[src/rtl/register_scoreboard.sv]
// Counter-based register scoreboard: tracks in-flight writes per architectural register
// and raises a stall for RAW hazards or counter saturation. Option: SCOREBOARD_WB_BYPASS_EN.
module register_scoreboard #(
  parameter int unsigned NUM_REGS = 16,
  parameter int unsigned CNT_W    = 2
) (
  input  logic                clk,
  input  logic                rst,
  input  logic                issue_valid,
  input  logic                issue_wb_en,
  input  logic [3:0]          issue_dest,
  input  logic                flush,
  input  logic [3:0]          src_1,
  input  logic [3:0]          src_2,
  input  logic                two_src,
  input  logic                wb_en,
  input  logic [3:0]          wb_dest,
  output logic                hazard_detected,
  output logic [NUM_REGS-1:0] pending_mask,
  output logic                underflow_err
);

  localparam logic [CNT_W-1:0] CntMax = {CNT_W{1'b1}};
  localparam logic [CNT_W-1:0] CntOne = CNT_W'(1);

  logic [CNT_W-1:0]    cnt_q [NUM_REGS];
  logic [CNT_W-1:0]    cnt_d [NUM_REGS];
  logic                underflow_q, underflow_d;
  logic [CNT_W-1:0]    src1_cnt, src2_cnt, dest_cnt, dest_eff;
  logic                src1_busy, src2_busy, src_hit, sat_hit, issue_fire;
  logic [NUM_REGS-1:0] inc_vec, dec_vec;

  assign src1_cnt = cnt_q[src_1];
  assign src2_cnt = cnt_q[src_2];
  assign dest_cnt = cnt_q[issue_dest];

`ifdef SCOREBOARD_WB_BYPASS_EN
  // A lone outstanding write retiring this cycle is forwarded by the register file.
  assign src1_busy = (src1_cnt != '0) && !(wb_en && (wb_dest == src_1) && (src1_cnt == CntOne));
  assign src2_busy = (src2_cnt != '0) && !(wb_en && (wb_dest == src_2) && (src2_cnt == CntOne));
  assign dest_eff  = (wb_en && (wb_dest == issue_dest) && (dest_cnt != '0)) ?
                     dest_cnt - CntOne : dest_cnt;
`else
  assign src1_busy = (src1_cnt != '0);
  assign src2_busy = (src2_cnt != '0);
  assign dest_eff  = dest_cnt;
`endif

  assign src_hit         = src1_busy || (two_src && src2_busy);
  assign sat_hit         = issue_valid && issue_wb_en && (dest_eff == CntMax);
  assign hazard_detected = issue_valid && (src_hit || sat_hit);
  assign issue_fire      = issue_valid && issue_wb_en && !hazard_detected && !flush;

  assign inc_vec = issue_fire ? (NUM_REGS'(1) << issue_dest) : '0;
  assign dec_vec = wb_en ? (NUM_REGS'(1) << wb_dest) : '0;

  always_comb begin
    underflow_d = underflow_q;
    for (int unsigned r = 0; r < NUM_REGS; r++) begin
      cnt_d[r] = cnt_q[r];
      if (inc_vec[r] && !dec_vec[r]) begin
        cnt_d[r] = cnt_q[r] + CntOne;
      end else if (dec_vec[r] && !inc_vec[r]) begin
        if (cnt_q[r] != '0) begin
          cnt_d[r] = cnt_q[r] - CntOne;
        end else begin
          underflow_d = 1'b1;
        end
      end
    end
  end

  always_comb begin
    pending_mask = '0;
    for (int unsigned r = 0; r < NUM_REGS; r++) begin
      pending_mask[r] = (cnt_q[r] != '0);
    end
  end

  assign underflow_err = underflow_q;

  always_ff @(posedge clk) begin
    if (rst) begin
      for (int unsigned r = 0; r < NUM_REGS; r++) begin
        cnt_q[r] <= '0;
      end
      underflow_q <= 1'b0;
    end else begin
      for (int unsigned r = 0; r < NUM_REGS; r++) begin
        cnt_q[r] <= cnt_d[r];
      end
      underflow_q <= underflow_d;
    end
  end

endmodule

[config.mk]
export PLATFORM = sky130hd
export DESIGN_NAME = register_scoreboard
export DESIGN_NICKNAME = d
export VERILOG_FILES = /design/src/rtl/register_scoreboard.sv
export SDC_FILE = /design/constraint.sdc
export NUM_CORES = 1
export LEC_CHECK = 0
export ABC_AREA = 1
export CAP_MARGIN = 40
export CORE_ASPECT_RATIO = 1.4
export CORE_MARGIN = 2
export CORE_UTILIZATION = 36
export DETAILED_ROUTE_END_ITERATION = 6
export GPL_TIMING_DRIVEN = 0
export PLACE_DENSITY = 0.52
export SYNTH_ARGS = -nofsm -noshare
export SYNTH_HDL_FRONTEND = slang
export SYNTH_SLANG_ARGS = --single-unit
[constraint.sdc]
create_clock -name clk -period 4.8 [get_ports clk]
set_input_delay 0.48 -clock clk [delete_from_list [all_inputs] [get_ports clk]]
set_output_delay 0.48 -clock clk [all_outputs]
set_load 0.03 [all_outputs]
==> metrics.yaml, run 1 <==
fp.coreArea_sq_um: 9080
grt_max_degree: 12
seq_area_frac_synth: 0.195
grt.met1_usage: 0.264
numCtsBuffers: 5
hp-class: "reg2reg"
clk-insertion-delay-late_ns: 0.29
critPathBufInv: 3
crit_path_end: "underflow_err$_SDFF_PP0_"
drv_slew: 0
cts_sinks: 33
syn-instance-count: 552
rr_startpoint: "cnt_q[11][0]$_SDFFE_PP0P_"
cp_slowest_cell: "clkdlybuf4s50_1"
first_pass_iters: 5
io_pins: 41
grt-ovfl-total: 0
grt.total_usage: 0.223
utilization: 0.449
cts_tree: "built"
synth_area_per_cell_sq_um: 6.13
grtUsageMet2: 0.389
die_h_microns: 119
reg2reg_depth: 17
finalHoldViolCount: 0
final_common_cell: "nand2_1"
postCtsHoldBufs: 0
vias: 3629
syn-num-nets: 607
dp_hpwl_mm: 9.04
ir_worst_vdd_v: 0.000151
worst_pin_slew_ns: 0.836
clkTransAtPathRegs_ns: 0.06
criticalPathCategory: "in2reg"
die_w_microns: 85.9
status: "complete, no violations"
fin_nets: 651
r2r-end: "underflow_err$_SDFF_PP0_"
pwr_density_cell_nw_per_um2: 206
synth_area_sq_um: 3380
clock-skew-final_ns: 0.00511
finalSetupViolations: 0
yosys_warnings: 0
rsz0062_at_grt: "false"
slew_headroom: 0.440
synth_edf_count: 0
cpLargestDelayFamily: "simple AND/OR/NAND/NOR gates"
final_antenna_net_count: 0
dieArea_sq_um: 10200
drtIter0Drc: 134
synth_flop_cell: "dfxtp_1"
holdWs_ns: 0.502
reg2reg_slack_ns: 1.82
critPathMostFrequentCell: "nand2_1"
placed_cells: 696
grt_pass1_vias: 3402
cp-end-kind: "register"
place_congestion: 0.901
tns_ns: 0
areaGrowthSynthToFinish_pct: 20.5
cp.arrival_ns: 3.35
grt_pass1_wl_mm: 17.4
synth_cell_types: 33
ctsResizeCount: 0
vias_per_cell: 5.15
fmax_mhz: 312
period_share: 0.668
async_flop_share: 0
post_cts_buffers: 0
cap_violations: 0
antenna_found_initial: 0
numPortBuffers: 37
wl_per_cell_microns: 15.7
h-tree-depth: 2
clockBufferDepth: 2
total_power_uw: 838
final_layout_size_suffix_gt1_frac: 0.0737
initial_core_util: 0.373
diodes: 0
critPathMaxStageDelay_ns: 0.56
drt_drc_violations_left: 0
busiest_layer: "met2"
instances_no_fill: 704
cp-start-kind: "input pin"
crit_cells: 18
layout_common_cells: "nand2_1, inv_1, nor2_1, nand3_1, clkdlybuf4s50_1"
finalCriticalPeriod_ns: 3.21
cp_cell_sequence: "clkdlybuf4s50_1 -> buf_4 -> nand2_1 -> o21ai_1 -> nand2_1 -> nand3_1 -> nand3b_1 -> nand2_1 -> nand2_2 -> nor2_8 -> nand3_4 -> nor2_1 -> ha_1 -> inv_1 -> nand4_1 -> nand3_1 -> nor4_1 -> a21oi_1"
p_leak_nw: 1.80
wirelength_mm: 11.1
cts-root-buf: "clkbuf_16"
path_max_fanout: 10
grtUsageMet3: 0.0370
startpoint: "src_1[0]"
synth-seq-cells: 33
crit_required_ns: 4.94
rows: 41
[cell type report]
cell class / instances / area, sq um
multi-input cells: 403 / 2250
well taps: 107 / 134
clock buffers: 5 / 125
flip-flops and latches: 33 / 661
clock inverters: 3 / 65.1
repair buffers: 37 / 370
inverters: 106 / 405
plain buffers: 10 / 67.6
fillers: 965 / 5000
[routing by layer]
metal,vias up,wire length [microns]
met1,1609,4590
met2,103,5590
met5,-,0
met4,0,366
li1,1892,-
met3,25,509
[state kept, by name, summed over array words and instances, names as in the netlist]
name / flops
cnt_q: 32
underflow_err: 1
[through the flow]
step / setup slack (ns) / cell area, sq um
after floorplan: 2.19 / 3380
after detailed placement: 1.28 / 3890
after CTS: 1.57 / 4080
after global placement: 1.32 / 3890
after global routing: 1.33 / 4080
final: 1.59 / 4080
[cell families after synthesis]
logic type | Yosys count | share of synthesized area
and+or+nand+nor | 296 | 0.404
DFF | 33 | 0.195
AOI/OAI and AO/OA | 75 | 0.143
adders and majority gates | 32 | 0.118
buffers and inverters | 116 | 0.140
[power by group]
part           internal (mW)  switching (mW)  total, mW
logic                 0.0481          0.0874      0.135
clock network          0.297           0.130      0.427
registers              0.275        0.000615      0.276
total                  0.620           0.218      0.838
[worst min path at each step]
stage | start | endpoint | slack, ns | cells after the start
after global routing | cnt_q[12][1]$_SDFFE_PP0P_ | cnt_q[12][1]$_SDFFE_PP0P_ | 0.52 | 2
final | cnt_q[12][1]$_SDFFE_PP0P_ | cnt_q[12][1]$_SDFFE_PP0P_ | 0.50 | 2
after detailed placement | cnt_q[12][1]$_SDFFE_PP0P_ | cnt_q[12][1]$_SDFFE_PP0P_ | 0.49 | 2
after floorplan | cnt_q[5][1]$_SDFFE_PP0P_ | cnt_q[5][1]$_SDFFE_PP0P_ | 0.47 | 2
after CTS | cnt_q[12][1]$_SDFFE_PP0P_ | cnt_q[12][1]$_SDFFE_PP0P_ | 0.50 | 2
after global placement | cnt_q[12][1]$_SDFFE_PP0P_ | cnt_q[12][1]$_SDFFE_PP0P_ | 0.50 | 2
[worst register-to-register path, cell delays in order (launching register included)]
cell,delay (ns)
dfxtp_1,0.34
nor2_1,0.38
nand2_1,0.09
o21ai_1,0.16
nand2_1,0.09
nand3_1,0.07
nand3_1,0.08
nand2_1,0.08
nand2_2,0.11
nor2_8,0.21
nand3_4,0.16
nor2_1,0.16
ha_1,0.20
inv_1,0.08
nand4_1,0.09
nand3_1,0.16
nor4_1,0.29
a21oi_1,0.10
[Yosys cell counts (3+ instances only)]
cell type / instances / share of area
a211oi_1: 32 / 0.071
a21oi_1: 15 / 0.022
a221oi_1: 4 / 0.010
buf_2: 3 / 0.0044
buf_6: 3 / 0.010
clkbuf_1: 3 / 0.0033
dfxtp_1: 33 / 0.20
ha_1: 32 / 0.12
inv_1: 95 / 0.11
inv_2: 7 / 0.0078
nand2_1: 118 / 0.13
nand2_2: 3 / 0.0055
nand3_1: 52 / 0.077
nand4_1: 21 / 0.039
nor2_1: 73 / 0.081
nor2_2: 6 / 0.011
nor2_4: 4 / 0.013
nor3_1: 9 / 0.013
o211ai_1: 3 / 0.0067
o21ai_0: 9 / 0.013
o21ai_1: 10 / 0.015
Note: power is estimated with default switching activity, not from simulation.
==> run 2: changes to the inputs <==
--- a/config.mk
+++ b/config.mk
@@ -12,7 +12,7 @@
 export CORE_UTILIZATION = 36
 export DETAILED_ROUTE_END_ITERATION = 6
 export GPL_TIMING_DRIVEN = 0
-export PLACE_DENSITY = 0.52
+export PLACE_DENSITY = 0.54
 export SYNTH_ARGS = -nofsm -noshare
 export SYNTH_HDL_FRONTEND = slang
 export SYNTH_SLANG_ARGS = --single-unit
==> constraint.sdc (replaced) <==
create_clock -name clk -period 2.6 [get_ports clk]
set_input_delay 0.26 -clock clk [delete_from_list [all_inputs] [get_ports clk]]
set_output_delay 0.26 -clock clk [all_outputs]
set_load 0.03 [all_outputs]
==> run 2 against run 1 <==
Net effect: count of clock-buffer cells in the layout is the same; design area is 21% higher; global-route usage grew 1.1 points; sequential share of layout area down 1.8 points; via count increased by 9.5%; largest power group unchanged.
==> metrics.yaml, run 2 (synthesis gave the netlist of run 1 again) <==
status: "complete, no violations"  # unchanged
pre_cts_ws_ns: -0.723  # was 1.28 ns
ir_worst_vdd_v: 0.000288  # was 0.000151 V
cts_sinks: 33  # unchanged
first_pass_iters: 5  # unchanged
dp_hpwl_mm: 8.99  # was 9.04 mm
final_antenna_net_count: 0  # unchanged
cap_violations: 0  # unchanged
period_share: 0.989
die_h_microns: 119  # unchanged
slew_headroom: 0.486  # was 0.440
place_congestion: 0.896  # was 0.901
cp-start-kind: "register"  # was input pin
criticalPathCategory: "reg2reg"  # was in2reg
diodes: 0  # unchanged
cp_slowest_cell: "dfxtp_4"  # was clkdlybuf4s50_1
finalCriticalPeriod_ns: 2.57
nFillCells: 920  # was 965
drtIter0Drc: 162  # was 134
grt-ovfl-total: 0  # unchanged
r2r-end: "cnt_q[8][1]$_SDFFE_PP0P_"  # was underflow_err$_SDFF_PP0_
rows: 41  # unchanged
wl_per_cell_microns: 16.3  # was 15.7 microns
dieArea_sq_um: 10200  # unchanged
wirelength_mm: 12.1  # was 11.1 mm
h-tree-depth: 2  # unchanged
final_common_cell: "nand2_1"  # unchanged
top_register: "cnt_q"  # unchanged
crit_required_ns: 2.74  # was 4.94 ns
instances_no_fill: 743  # was 704
placed_cells: 696  # unchanged
postCtsHoldBufs: 0  # unchanged
pwr_density_cell_nw_per_um2: 323  # was 206 nW/um^2
grt_max_degree: 12  # unchanged
finalHoldViolCount: 0  # unchanged
cp.arrival_ns: 2.71  # was 3.35 ns
min-delay-start: "cnt_q[0][0]$_SDFFE_PP0P_"  # was cnt_q[12][1]$_SDFFE_PP0P_
p_leak_nw: 2.11  # was 1.80 nW
largest_register_ffs: 32  # unchanged
io_pins: 41  # unchanged
worstHoldPathCells: 1  # was 2
fmax_mhz: 389
clock-skew-final_ns: 0.00495  # was 0.00511 ns
hold_end: "cnt_q[0][0]$_SDFFE_PP0P_"  # was cnt_q[12][1]$_SDFFE_PP0P_
clkTransAtPathRegs_ns: 0.06  # about the same
final_layout_size_suffix_gt1_frac: 0.322  # was 0.0737
finalSetupViolations: 0  # unchanged
antenna_found_initial: 0  # unchanged
worst_slack_ns: 0.0282  # was 1.59 ns
areaGrowthSynthToFinish_pct: 46.0  # was 20.5%
grt.total_usage: 0.234  # was 0.223
grt_pass1_vias: 3639  # was 3402
drv_slew: 0  # unchanged
reg2reg_depth: 17  # unchanged
initial_core_util: 0.373  # unchanged
numCtsBuffers: 5  # unchanged
critPathBufInv: 3  # unchanged
layout_common_cells: "nand2_1, inv_1, nor2_1, nand3_1"  # was nand2_1, inv_1, nor2_1, nand3_1, clkdlybuf4s50_1
drt_drc_violations_left: 0  # unchanged
numPortBuffers: 37  # unchanged
cts_tree: "built"  # unchanged
rr_startpoint: "cnt_q[10][0]$_SDFFE_PP0P_"  # was cnt_q[11][0]$_SDFFE_PP0P_
clk-insertion-delay-late_ns: 0.29  # about the same
rsz0062_at_grt: "true"  # was false
die_w_microns: 85.9  # unchanged
critPathMaxStageDelay_ns: 0.36  # was 0.56 ns
fin_nets: 690  # was 651
reg2reg_slack_ns: 0.03  # was 1.82 ns
fp.coreArea_sq_um: 9080  # unchanged
clockBufferDepth: 2  # unchanged
vias: 3975  # was 3629
cpLargestDelayFamily: "simple AND/OR/NAND/NOR gates"  # unchanged
path_max_fanout: 5  # was 10
cp_cell_sequence: "nor2_4 -> inv_2 -> o21ai_2 -> nand2_1 -> nand3_1 -> nand3_2 -> nand2_2 -> nand2_4 -> nor2_8 -> buf_12 -> buf_6 -> nand4_1 -> ha_4 -> nor2_2 -> or2_4 -> a211oi_2 -> a211oi_1"  # was clkdlybuf4s50_1 -> buf_4 -> nand2_1 -> o21ai_1 -> nand2_1 -> nand3_1 -> nand3b_1 -> nand2_1 -> nand2_2 -> nor2_8 -> nand3_4 -> nor2_1 -> ha_1 -> inv_1 -> nand4_1 -> nand3_1 -> nor4_1 -> a21oi_1
cp-end-kind: "register"  # unchanged
vias_per_cell: 5.35  # was 5.15
cts-root-buf: "clkbuf_16"  # unchanged
hp-class: "reg2reg"  # unchanged
worst_pin_slew_ns: 0.771  # was 0.836 ns
grt_pass1_wl_mm: 18.6  # was 17.4 mm
-- run 2: cell types whose count changed in the layout (fill, tap and decap cells not counted), sizes merged --
cell and delta:
clkdlybuf4s50 -3, buf +39, clkbuf +1, dlygate4sd2 +1, dlymetal6s2s +1
-- run 2: what timing repair did --
action	CTS	global route
setup endpoints to repair	33	26
cloned	1	0
buffers inserted	19	19
resized for setup	52	111
pin swaps	23	44
-- run 2: how the worst max path moves through the flow --
stage                                         start                       end  slack [ns]  cells past startpoint
after global placement                     src_1[0]  cnt_q[8][1]$_SDFFE_PP0P_       -0.70                     17
after global routing      cnt_q[12][1]$_SDFFE_PP0P_  underflow_err$_SDFF_PP0_       -0.14                     18
after floorplan            cnt_q[8][1]$_SDFFE_PP0P_  cnt_q[8][1]$_SDFFE_PP0P_        0.05                     16
after CTS                 cnt_q[10][1]$_SDFFE_PP0P_  cnt_q[9][1]$_SDFFE_PP0P_       0.004                     18
after detailed placement                   src_1[0]  cnt_q[8][1]$_SDFFE_PP0P_       -0.72                     17
final                     cnt_q[10][0]$_SDFFE_PP0P_  cnt_q[8][1]$_SDFFE_PP0P_        0.03                     17
-- run 2: through the flow --
step | cell area (sq um) | TNS (ns) | power, mW | util | hold slack (ns)
after floorplan | 3380 | 0 | 0.673 | - | 0.338
after global placement | 3890 | -14.30 | 0.767 | 0.428 | 0.499
after detailed placement | 3890 | -15.19 | 0.769 | 0.428 | 0.513
after CTS | 4400 | 0 | 1.58 | 0.484 | 0.515
after global routing | 4940 | -0.764 | 1.66 | 0.544 | 0.515
final | 4940 | 0 | 1.60 | 0.544 | 0.495
-- run 2: power breakdown --
group	leakage, nW	switching [mW]	internal, mW	total [mW]
clock network	0.0938	0.243	0.548	0.791
logic	1.74	0.188	0.119	0.307
registers	0.280	0.00138	0.497	0.499
total	2.11	0.432	1.16	1.60
-- run 2: worst register-to-register path: cells and delay by family (launching register included) --
family / cells / cell delay [ns]
flip-flops: 1 / 0.36
AO/OA/AOI/OAI: 3 / 0.38
adder cells (fa/ha/maj): 1 / 0.33
buffers and inverters: 3 / 0.30
AND/OR/NAND/NOR: 10 / 1.05
-- run 2: area by class of cell --
class | count | area [sq um] | area share
repair buffers | 76 | 689 | 0.140
clock buffers | 5 | 125 | 0.0253
multi-input cells | 403 | 2740 | 0.554
plain buffers | 10 | 72.6 | 0.0147
clock inverters | 3 | 65.1 | 0.0132
well taps | 107 | 134 | 0.0271
flip-flops and latches | 33 | 712 | 0.144
inverters | 106 | 407 | 0.0823
-- run 2: layer usage --
| layer | vias up | global-route usage | share of wire |
|---|---|---|---|
| met5 | - | 0 | 0 |
| met3 | 26 | 0.0209 | 0.045 |
| li1 | 1981 | - | - |
| met2 | 120 | 0.433 | 0.53 |
| met1 | 1848 | 0.282 | 0.40 |
| met4 | 0 | 0.0655 | 0.028 |
==> run 3: changes to the inputs <==
--- a/config.mk
+++ b/config.mk
@@ -11,6 +11,7 @@
 export CORE_MARGIN = 2
 export CORE_UTILIZATION = 36
 export DETAILED_ROUTE_END_ITERATION = 6
+export GPL_ROUTABILITY_DRIVEN = 0
 export GPL_TIMING_DRIVEN = 0
 export PLACE_DENSITY = 0.54
 export SYNTH_ARGS = -nofsm -noshare
==> results of run 3 <==
Final layout, timing and power as in run 2 (identical DEF).
